<file path="config.mk">
export PLATFORM = sky130hd
export DESIGN_NAME = delay_line_ctrl
export DESIGN_NICKNAME = d
export VERILOG_FILES = /design/src/rtl/delay_line_ctrl_pkg.sv /design/src/rtl/delay_line_ctrl_circ_ptr.sv /design/src/rtl/delay_line_ctrl.sv
export SDC_FILE = /design/constraint.sdc
export NUM_CORES = 1
export LEC_CHECK = 0
export BUFFER_PORTS_ARGS = -buffer_cell sky130_fd_sc_hd__buf_2
export CORE_MARGIN = 5
export CORE_UTILIZATION = 40
export CTS_CLUSTER_SIZE = 14
export DETAILED_ROUTE_END_ITERATION = 10
export PLACE_DENSITY = 0.63
export SLEW_MARGIN = 20
export SYNTH_ARGS = -nofsm -noshare
export SYNTH_HDL_FRONTEND = slang
export SYNTH_SLANG_ARGS = --single-unit
</file>
<file path="constraint.sdc">
create_clock -name CLK -period 7.11 [get_ports CLK]
set_input_delay 0 -clock CLK [delete_from_list [all_inputs] [get_ports CLK]]
set_output_delay 0 -clock CLK [all_outputs]
set_load 0.005 [all_outputs]
</file>
<file path="src/rtl/delay_line_ctrl_pkg.sv">
// Shared types and circular-address helpers for the delay line sequencer.
package delay_line_ctrl_pkg;

  typedef enum logic [1:0] {
    StIdle   = 2'd0,
    StAccess = 2'd1,
    StWait   = 2'd2,
    StOut    = 2'd3
  } state_e;

  function automatic int unsigned wrap_inc(input int unsigned v, input int unsigned size);
    return (v >= size - 1) ? 0 : v + 1;
  endfunction

  function automatic int unsigned wrap_sub(input int unsigned a, input int unsigned b,
                                           input int unsigned size);
    return (a >= b) ? a - b : a + size - b;
  endfunction

endpackage

</file>
<file path="src/rtl/delay_line_ctrl_circ_ptr.sv">
// Circular pointer that wraps to zero after Size-1; synchronous active-high reset.
module delay_line_ctrl_circ_ptr
  import delay_line_ctrl_pkg::*;
#(
  parameter int unsigned Width = 15,
  parameter int unsigned Size  = 20000
) (
  input  logic             clk_i,
  input  logic             rst_i,
  input  logic             inc_i,
  output logic [Width-1:0] ptr_o
);

  logic [Width-1:0] ptr_d, ptr_q;

  always_comb begin
    ptr_d = ptr_q;
    if (inc_i) ptr_d = Width'(wrap_inc(32'(ptr_q), Size));
  end

  always_ff @(posedge clk_i) begin
    if (rst_i) ptr_q <= '0;
    else       ptr_q <= ptr_d;
  end

  assign ptr_o = ptr_q;

endmodule

</file>
<file path="src/rtl/delay_line_ctrl.sv">
// Write/read sequencer running the sample memory as a circular delay buffer:
// one write plus one delayed read per accepted sample.
module delay_line_ctrl
  import delay_line_ctrl_pkg::*;
#(
  parameter int unsigned DATA_WIDTH = 31,
  parameter int unsigned ADDR_WIDTH = 15,
  parameter int unsigned SIZE       = 20000,
  parameter int unsigned RD_LAT     = 2
) (
  input  logic                  CLK,
  input  logic                  RST,
  input  logic [DATA_WIDTH-1:0] SAMPLE_IN,
  input  logic                  SAMPLE_VALID,
  input  logic [ADDR_WIDTH-1:0] DELAY,
  output logic [DATA_WIDTH-1:0] SAMPLE_OUT,
  output logic                  OUT_VALID,
  output logic                  BUSY,
  output logic                  OVERRUN,
  output logic                  MEM_WE,
  output logic [ADDR_WIDTH-1:0] MEM_WADDR,
  output logic [ADDR_WIDTH-1:0] MEM_RADDR,
  output logic [DATA_WIDTH-1:0] MEM_WDATA,
  input  logic [DATA_WIDTH-1:0] MEM_RDATA
);

  localparam int unsigned FillW = $clog2(SIZE + 1);
  localparam int unsigned CntW  = (RD_LAT > 1) ? $clog2(RD_LAT) : 1;
  localparam logic [ADDR_WIDTH-1:0] DMax    = ADDR_WIDTH'(SIZE - 1);
  localparam logic [ADDR_WIDTH:0]   SizeExt = (ADDR_WIDTH + 1)'(SIZE);

  state_e                  state_d, state_q;
  logic [DATA_WIDTH-1:0]   sample_d, sample_q;
  logic [DATA_WIDTH-1:0]   sample_out_d, sample_out_q;
  logic [ADDR_WIDTH-1:0]   d_d, d_q;
  logic [ADDR_WIDTH-1:0]   raddr_d, raddr_q;
  logic [CntW-1:0]         cnt_d, cnt_q;
  logic [FillW-1:0]        fill_d, fill_q;
  logic                    overrun_d, overrun_q;
  logic [ADDR_WIDTH-1:0]   wptr;
  logic                    wptr_inc;
  logic [ADDR_WIDTH:0]     wp_ext, d_ext, raddr_ext;
  logic [ADDR_WIDTH-1:0]   raddr_calc;
  logic [DATA_WIDTH-1:0]   out_val;
  logic                    unused_raddr_msb;

  delay_line_ctrl_circ_ptr #(
    .Width (ADDR_WIDTH),
    .Size  (SIZE)
  ) u_wptr (
    .clk_i (CLK),
    .rst_i (RST),
    .inc_i (wptr_inc),
    .ptr_o (wptr)
  );

  // Read address trails the write pointer by d, computed one bit wider to avoid underflow.
  always_comb begin
    wp_ext = {1'b0, wptr};
    d_ext  = {1'b0, d_q};
    if (wp_ext >= d_ext) raddr_ext = wp_ext - d_ext;
    else                 raddr_ext = wp_ext + SizeExt - d_ext;
    raddr_calc       = raddr_ext[ADDR_WIDTH-1:0];
    unused_raddr_msb = raddr_ext[ADDR_WIDTH];
  end

  // Zero until d samples exist; d==0 bypasses the RAM to dodge the same-address hazard.
  always_comb begin
    if (32'(fill_q) < 32'(d_q)) out_val = '0;
    else if (d_q == '0)         out_val = sample_q;
    else                        out_val = MEM_RDATA;
  end

  always_comb begin
    state_d      = state_q;
    sample_d     = sample_q;
    sample_out_d = sample_out_q;
    d_d          = d_q;
    raddr_d      = raddr_q;
    cnt_d        = cnt_q;
    fill_d       = fill_q;
    overrun_d    = overrun_q | (SAMPLE_VALID && (state_q != StIdle));
    wptr_inc     = 1'b0;
    SAMPLE_OUT   = sample_out_q;
    OUT_VALID    = 1'b0;
    MEM_WE       = 1'b0;
    MEM_WADDR    = '0;
    MEM_RADDR    = '0;
    MEM_WDATA    = '0;

    unique case (state_q)
      StIdle: begin
        if (SAMPLE_VALID) begin
          sample_d = SAMPLE_IN;
          d_d      = (32'(DELAY) >= SIZE) ? DMax : DELAY;
          state_d  = StAccess;
        end
      end
      StAccess: begin
        MEM_WE    = 1'b1;
        MEM_WADDR = wptr;
        MEM_WDATA = sample_q;
        MEM_RADDR = raddr_calc;
        raddr_d   = raddr_calc;
        cnt_d     = CntW'(RD_LAT - 1);
        state_d   = StWait;
      end
      StWait: begin
        MEM_RADDR = raddr_q;
        if (cnt_q == '0) state_d = StOut;
        else             cnt_d   = cnt_q - 1'b1;
      end
      StOut: begin
        MEM_RADDR    = raddr_q;
        OUT_VALID    = 1'b1;
        SAMPLE_OUT   = out_val;
        sample_out_d = out_val;
        wptr_inc     = 1'b1;
        if (32'(fill_q) != SIZE) fill_d = fill_q + 1'b1;
        state_d      = StIdle;
      end
      default: state_d = StIdle;
    endcase
  end

  assign BUSY    = (state_q != StIdle);
  assign OVERRUN = overrun_q;

  always_ff @(posedge CLK) begin
    if (RST) begin
      state_q      <= StIdle;
      sample_q     <= '0;
      sample_out_q <= '0;
      d_q          <= '0;
      raddr_q      <= '0;
      cnt_q        <= '0;
      fill_q       <= '0;
      overrun_q    <= 1'b0;
    end else begin
      state_q      <= state_d;
      sample_q     <= sample_d;
      sample_out_q <= sample_out_d;
      d_q          <= d_d;
      raddr_q      <= raddr_d;
      cnt_q        <= cnt_d;
      fill_q       <= fill_d;
      overrun_q    <= overrun_d;
    end
  end

endmodule

</file>
==> flow_metrics.py <==
metrics = {
    "clock_tree": {
        "tritoncts": "yes",
        "cts_buffers": 17,
        "clk-insertion-delay-late_ps": 430,
        "cts.sink_count": 126,
        "clockRootBuffer": "sky130_fd_sc_hd__clkbuf_16",
        "post_cts.resized_instances": 0,
        "max-clock-path-buffers": 2,
        "htree_levels": 4,
        "clk_pin_slew_worst_paths_ps": 70,
    },
    "floorplan": {
        "die_area_mm2": 0.0239,
        "placement_rows": 53,
        "starting_density_of_the_core": 0.403,
        "floorplan.die.width_um": 155,
        "floorplan.die.height_um": 155,
        "core_area_mm2": 0.0208,
        "top_level_i_o_count": 176,
    },
    "timing": {
        "final_setup_violating_endpoints": 0,
        "fmaxAchievable_ghz": 0.290,
        "timing.final.max_slew_violations": 0,
        "skew_ps": 12.4,
        "slew-limit-headroom": 0.336,
        "worst_hold_slack_across_all_endpoints_ps": 51.6,
        "hold_viol_final": 0,
        "grt_setup_unrepaired": "no",
        "finalCriticalPeriod_ps": 3450,
        "final_tns_setup_ps": 0,
        "min_period_over_period": 0.485,
        "tightestPinTransition_ps": 992,
    },
    "layout": {
        "diode_insertion_count_for_antenna_repair": 0,
        "area.growth.synth_to_final_pct": 24.7,
        "finalNetCount": 1386,
        "final_layout_size_suffix_gt1_frac": 0.210,
    },
    "logic_synthesis": {
        "synthesis.yosys.warnings": 0,
        "synth_simple_gate_area_frac": 0.227,
        "synth_async_sr_flop_share": 0,
        "synth.distinct_cells": 70,
        "post-synth-top-area-cell": "sky130_fd_sc_hd__dfxtp_1",
        "postSynthNetCount": 1200,
        "yosys-mux-area-fraction": 0.0503,
        "synth-compound-area-share": 0.209,
        "synth_instances": 1057,
        "number_of_flops_mapped_to_enable_cells_by_yosys": 0,
        "synth_largest_type_area_fraction": 0.301,
        "netlist_area_mm2": 0.00838,
        "synth_fa_ha_area_frac": 0.102,
        "synth_ff_type": "sky130_fd_sc_hd__dfxtp_1",
        "synth.ff_latch_count": 126,
        "yosys.area_share.xor_xnor": 0.0428,
        "synth.yosys.seq_area_share": 0.301,
        "synth_top_cells_by_area": "sky130_fd_sc_hd__dfxtp_1, sky130_fd_sc_hd__ha_1, sky130_fd_sc_hd__nand2_1",
        "avgSynthCellArea_um2": 7.93,
        "synth_top_family_by_area": "simple AND/OR/NAND/NOR gates",
    },
    "power": {
        "cellLeakagePower_nw": 4.71,
        "power.density_mw_per_mm2": 299,
        "power_switching_w": 0.00133,
        "p_int_w": 0.00179,
        "combPwrFrac": 0.444,
        "switching_power_share_of_the_total": 0.428,
        "fraction_of_power_consumed_by_the_clock_network": 0.274,
        "p_total_w": 0.00312,
        "power_frac_seq": 0.281,
        "max-vdd-ir-drop_v": 0.000145,
    },
    "critical_path": {
        "path_class": "flip-flop to primary output",
        "crit_path_start_kind": "flip-flop",
        "critPathCaptureType": "primary output",
        "worst_ep_required_time_ps": 7110,
        "timing.critical_path.fanout_max": 8,
        "arrival_ps": 3450,
    },
    "place": {
        "port_buffers": 175,
        "placer_congestion": 0.948,
        "dp.final_hpwl_um": 19200,
    },
    "detailed_routing": {
        "drt_iter0_drc": 511,
        "route.detailed.vias_per_inst": 5.41,
        "vias": 8279,
        "wl_per_cell_um": 17.3,
        "drcViolationCount": 0,
        "detailedRoute.firstPassIterationCount": 5,
        "route.antenna.remaining_nets": 0,
        "postRouteWirelength_um": 26500,
    },
    "global_routing": {
        "first_global_vias": 7923,
        "wire_length_of_the_first_global_routing_pass_um": 41400,
        "grt.total_usage": 0.214,
        "grt_start_max_net_pins": 95,
        "number_of_antenna_violations_at_the_first_check_in_global_routing": 0,
        "total_congestion_overflow": 0,
    },
    "flow_run": {
        "cap_viol_max_count": 0,
    },
    "hold_path": {
        "min_path_type": "input pin to flip-flop",
    },
    "status": {
        "run_status": "complete, no violations",
    },
}
==> registers in the layout (all words and copies together) (netlist names) <==
name,cells
OVERRUN,1
cnt_q,1
d_q,15
fill_q,15
raddr_q,15
sample_out_q,31
sample_q,31
state_q,2
u_wptr.ptr_o,15
==> routing by layer <==
layer / wire [um] / GRT usage / up-vias
met5: 0 / 0 / -
met4: 808 / 0.0791 / 0
met3: 1340 / 0.0425 / 55
met1: 11700 / 0.277 / 3899
met2: 12600 / 0.353 / 236
li1: - / - / 4089
==> timing repair <==
action	4_1_cts	5_1_grt
endpoints found under the hold margin	47	0
endpoints found under the setup margin	0	0
hold buffers	47	0
buffers inserted	0	0
==> cells in the mapped netlist, types with 10 or more instances <==
cell                       count
sky130_fd_sc_hd__o32ai_1      31
sky130_fd_sc_hd__clkbuf_1     44
sky130_fd_sc_hd__or2_2        33
sky130_fd_sc_hd__xnor2_1      22
sky130_fd_sc_hd__o21ai_0      18
sky130_fd_sc_hd__a21oi_1      68
sky130_fd_sc_hd__nand3_1      22
sky130_fd_sc_hd__mux2i_1      41
sky130_fd_sc_hd__buf_2        10
sky130_fd_sc_hd__nand4_1      15
sky130_fd_sc_hd__nor2_1       89
sky130_fd_sc_hd__inv_1        82
sky130_fd_sc_hd__and3_1       16
sky130_fd_sc_hd__a211oi_1     20
sky130_fd_sc_hd__ha_1         54
sky130_fd_sc_hd__nand2_1     121
sky130_fd_sc_hd__o22ai_1      36
sky130_fd_sc_hd__dfxtp_1     126
sky130_fd_sc_hd__and2_1       41
sky130_fd_sc_hd__xor2_1       19
==> critical path, cell delays in order, from the launching register on <==
cell and delay [ps]:
sky130_fd_sc_hd__dfxtp_1 400, sky130_fd_sc_hd__inv_1 120, sky130_fd_sc_hd__ha_1 480, sky130_fd_sc_hd__inv_1 80, sky130_fd_sc_hd__ha_1 290, sky130_fd_sc_hd__nand2b_1 200, sky130_fd_sc_hd__a211oi_1 320, sky130_fd_sc_hd__nor2_1 140
sky130_fd_sc_hd__a32oi_1 330, sky130_fd_sc_hd__mux2_2 390, sky130_fd_sc_hd__o21ai_1 140, sky130_fd_sc_hd__buf_2 130
==> area by class of cell <==
class / count / area, um^2
multi-input cells: 787 / 5310
inverters: 83 / 312
clock inverters: 15 / 146
well taps: 275 / 344
clock buffers: 17 / 425
fillers: 2067 / 10400
flip-flops and latches: 126 / 2520
repair buffers: 228 / 1390
==> cells in the final DEF, fill, tap and decap left out, types with 4 or more instances in the layout <==
master                          netlist  routed
sky130_fd_sc_hd__a22oi_1              5       5
sky130_fd_sc_hd__and2_1              41      41
sky130_fd_sc_hd__a32oi_1              6       6
sky130_fd_sc_hd__nand4_1             15      15
sky130_fd_sc_hd__buf_2               10     174
sky130_fd_sc_hd__o22ai_1             36      36
sky130_fd_sc_hd__nand2_1            121     120
sky130_fd_sc_hd__dfxtp_1            126     126
sky130_fd_sc_hd__a211oi_1            20      20
sky130_fd_sc_hd__nor4_1               6       6
sky130_fd_sc_hd__or3_1                4       4
sky130_fd_sc_hd__o21ai_1              7       7
sky130_fd_sc_hd__ha_1                54      52
sky130_fd_sc_hd__inv_8                0       4
sky130_fd_sc_hd__a21o_1               9       9
sky130_fd_sc_hd__nand3b_1             4       4
sky130_fd_sc_hd__nor3_1               9       9
sky130_fd_sc_hd__o21bai_1             6       5
sky130_fd_sc_hd__nor2_1              89      89
sky130_fd_sc_hd__mux2i_1             41      41
sky130_fd_sc_hd__inv_6                0       6
sky130_fd_sc_hd__fa_1                 9       9
sky130_fd_sc_hd__and3_1              16      16
sky130_fd_sc_hd__nor2b_1              9       9
sky130_fd_sc_hd__o211ai_1             6       6
sky130_fd_sc_hd__o32ai_1             31      31
sky130_fd_sc_hd__a21oi_1             68      67
sky130_fd_sc_hd__o21ai_0             18      18
sky130_fd_sc_hd__or2_2               33      33
sky130_fd_sc_hd__xnor2_1             22      22
sky130_fd_sc_hd__nand3_1             22      22
sky130_fd_sc_hd__dlygate4sd3_1        0      47
sky130_fd_sc_hd__inv_1               82      82
sky130_fd_sc_hd__buf_4                0       7
sky130_fd_sc_hd__clkbuf_16            0      17
sky130_fd_sc_hd__xor2_1              19      19
sky130_fd_sc_hd__nand2b_1             9       9
==> stage by stage <==
step	util	setup slack (ps)	instance area, um^2	std cells
finish	0.502	3660	10500	1531
global route	0.502	3370	10500	1531
CTS	0.502	3660	10400	1531
detailed placement	0.452	4120	9400	1452
global placement	0.452	4230	9400	1452
floorplan	-	4530	8380	1057
==> worst paths after layout <==
kind | end | depth (start not counted) | startpoint | slack (ps)
worst max register to register | raddr_q[14]$_SDFFE_PP0P_ | 10 | d_q[5]$_SDFFE_PP0P_ | 4160
worst min register to register | sample_q[16]$_SDFFE_PP0P_ | 2 | sample_q[16]$_SDFFE_PP0P_ | 460
worst max-delay path | MEM_RADDR[14] | 11 | d_q[5]$_SDFFE_PP0P_ | 3660
worst min-delay path | sample_out_q[21]$_SDFF_PP0_ | 4 | MEM_RDATA[21] | 50
==> power by group through the flow <==
stage | Clock (W) | Combinational [W] | Sequential [W]
finish | 0.000856 | 0.00139 | 0.000878
global route | 0.000903 | 0.00153 | 0.000892
CTS | 0.000873 | 0.00138 | 0.000877
detailed placement | 0 | 0.00135 | 0.000892
global placement | 0 | 0.00135 | 0.000889
floorplan | 0 | 0.000975 | 0.000872
==> cells by family (layout without fill, tap and decap cells) <==
family          after synthesis  in the layout
flops                       126            126
fa+ha+maj                    63             63
compound gates              252            252
mux                          42             42
xor+xnor                     41             41
simple gates                389            389
buf+inv                     144            343
No activity file was read; power rests on OpenSTA's default activity.
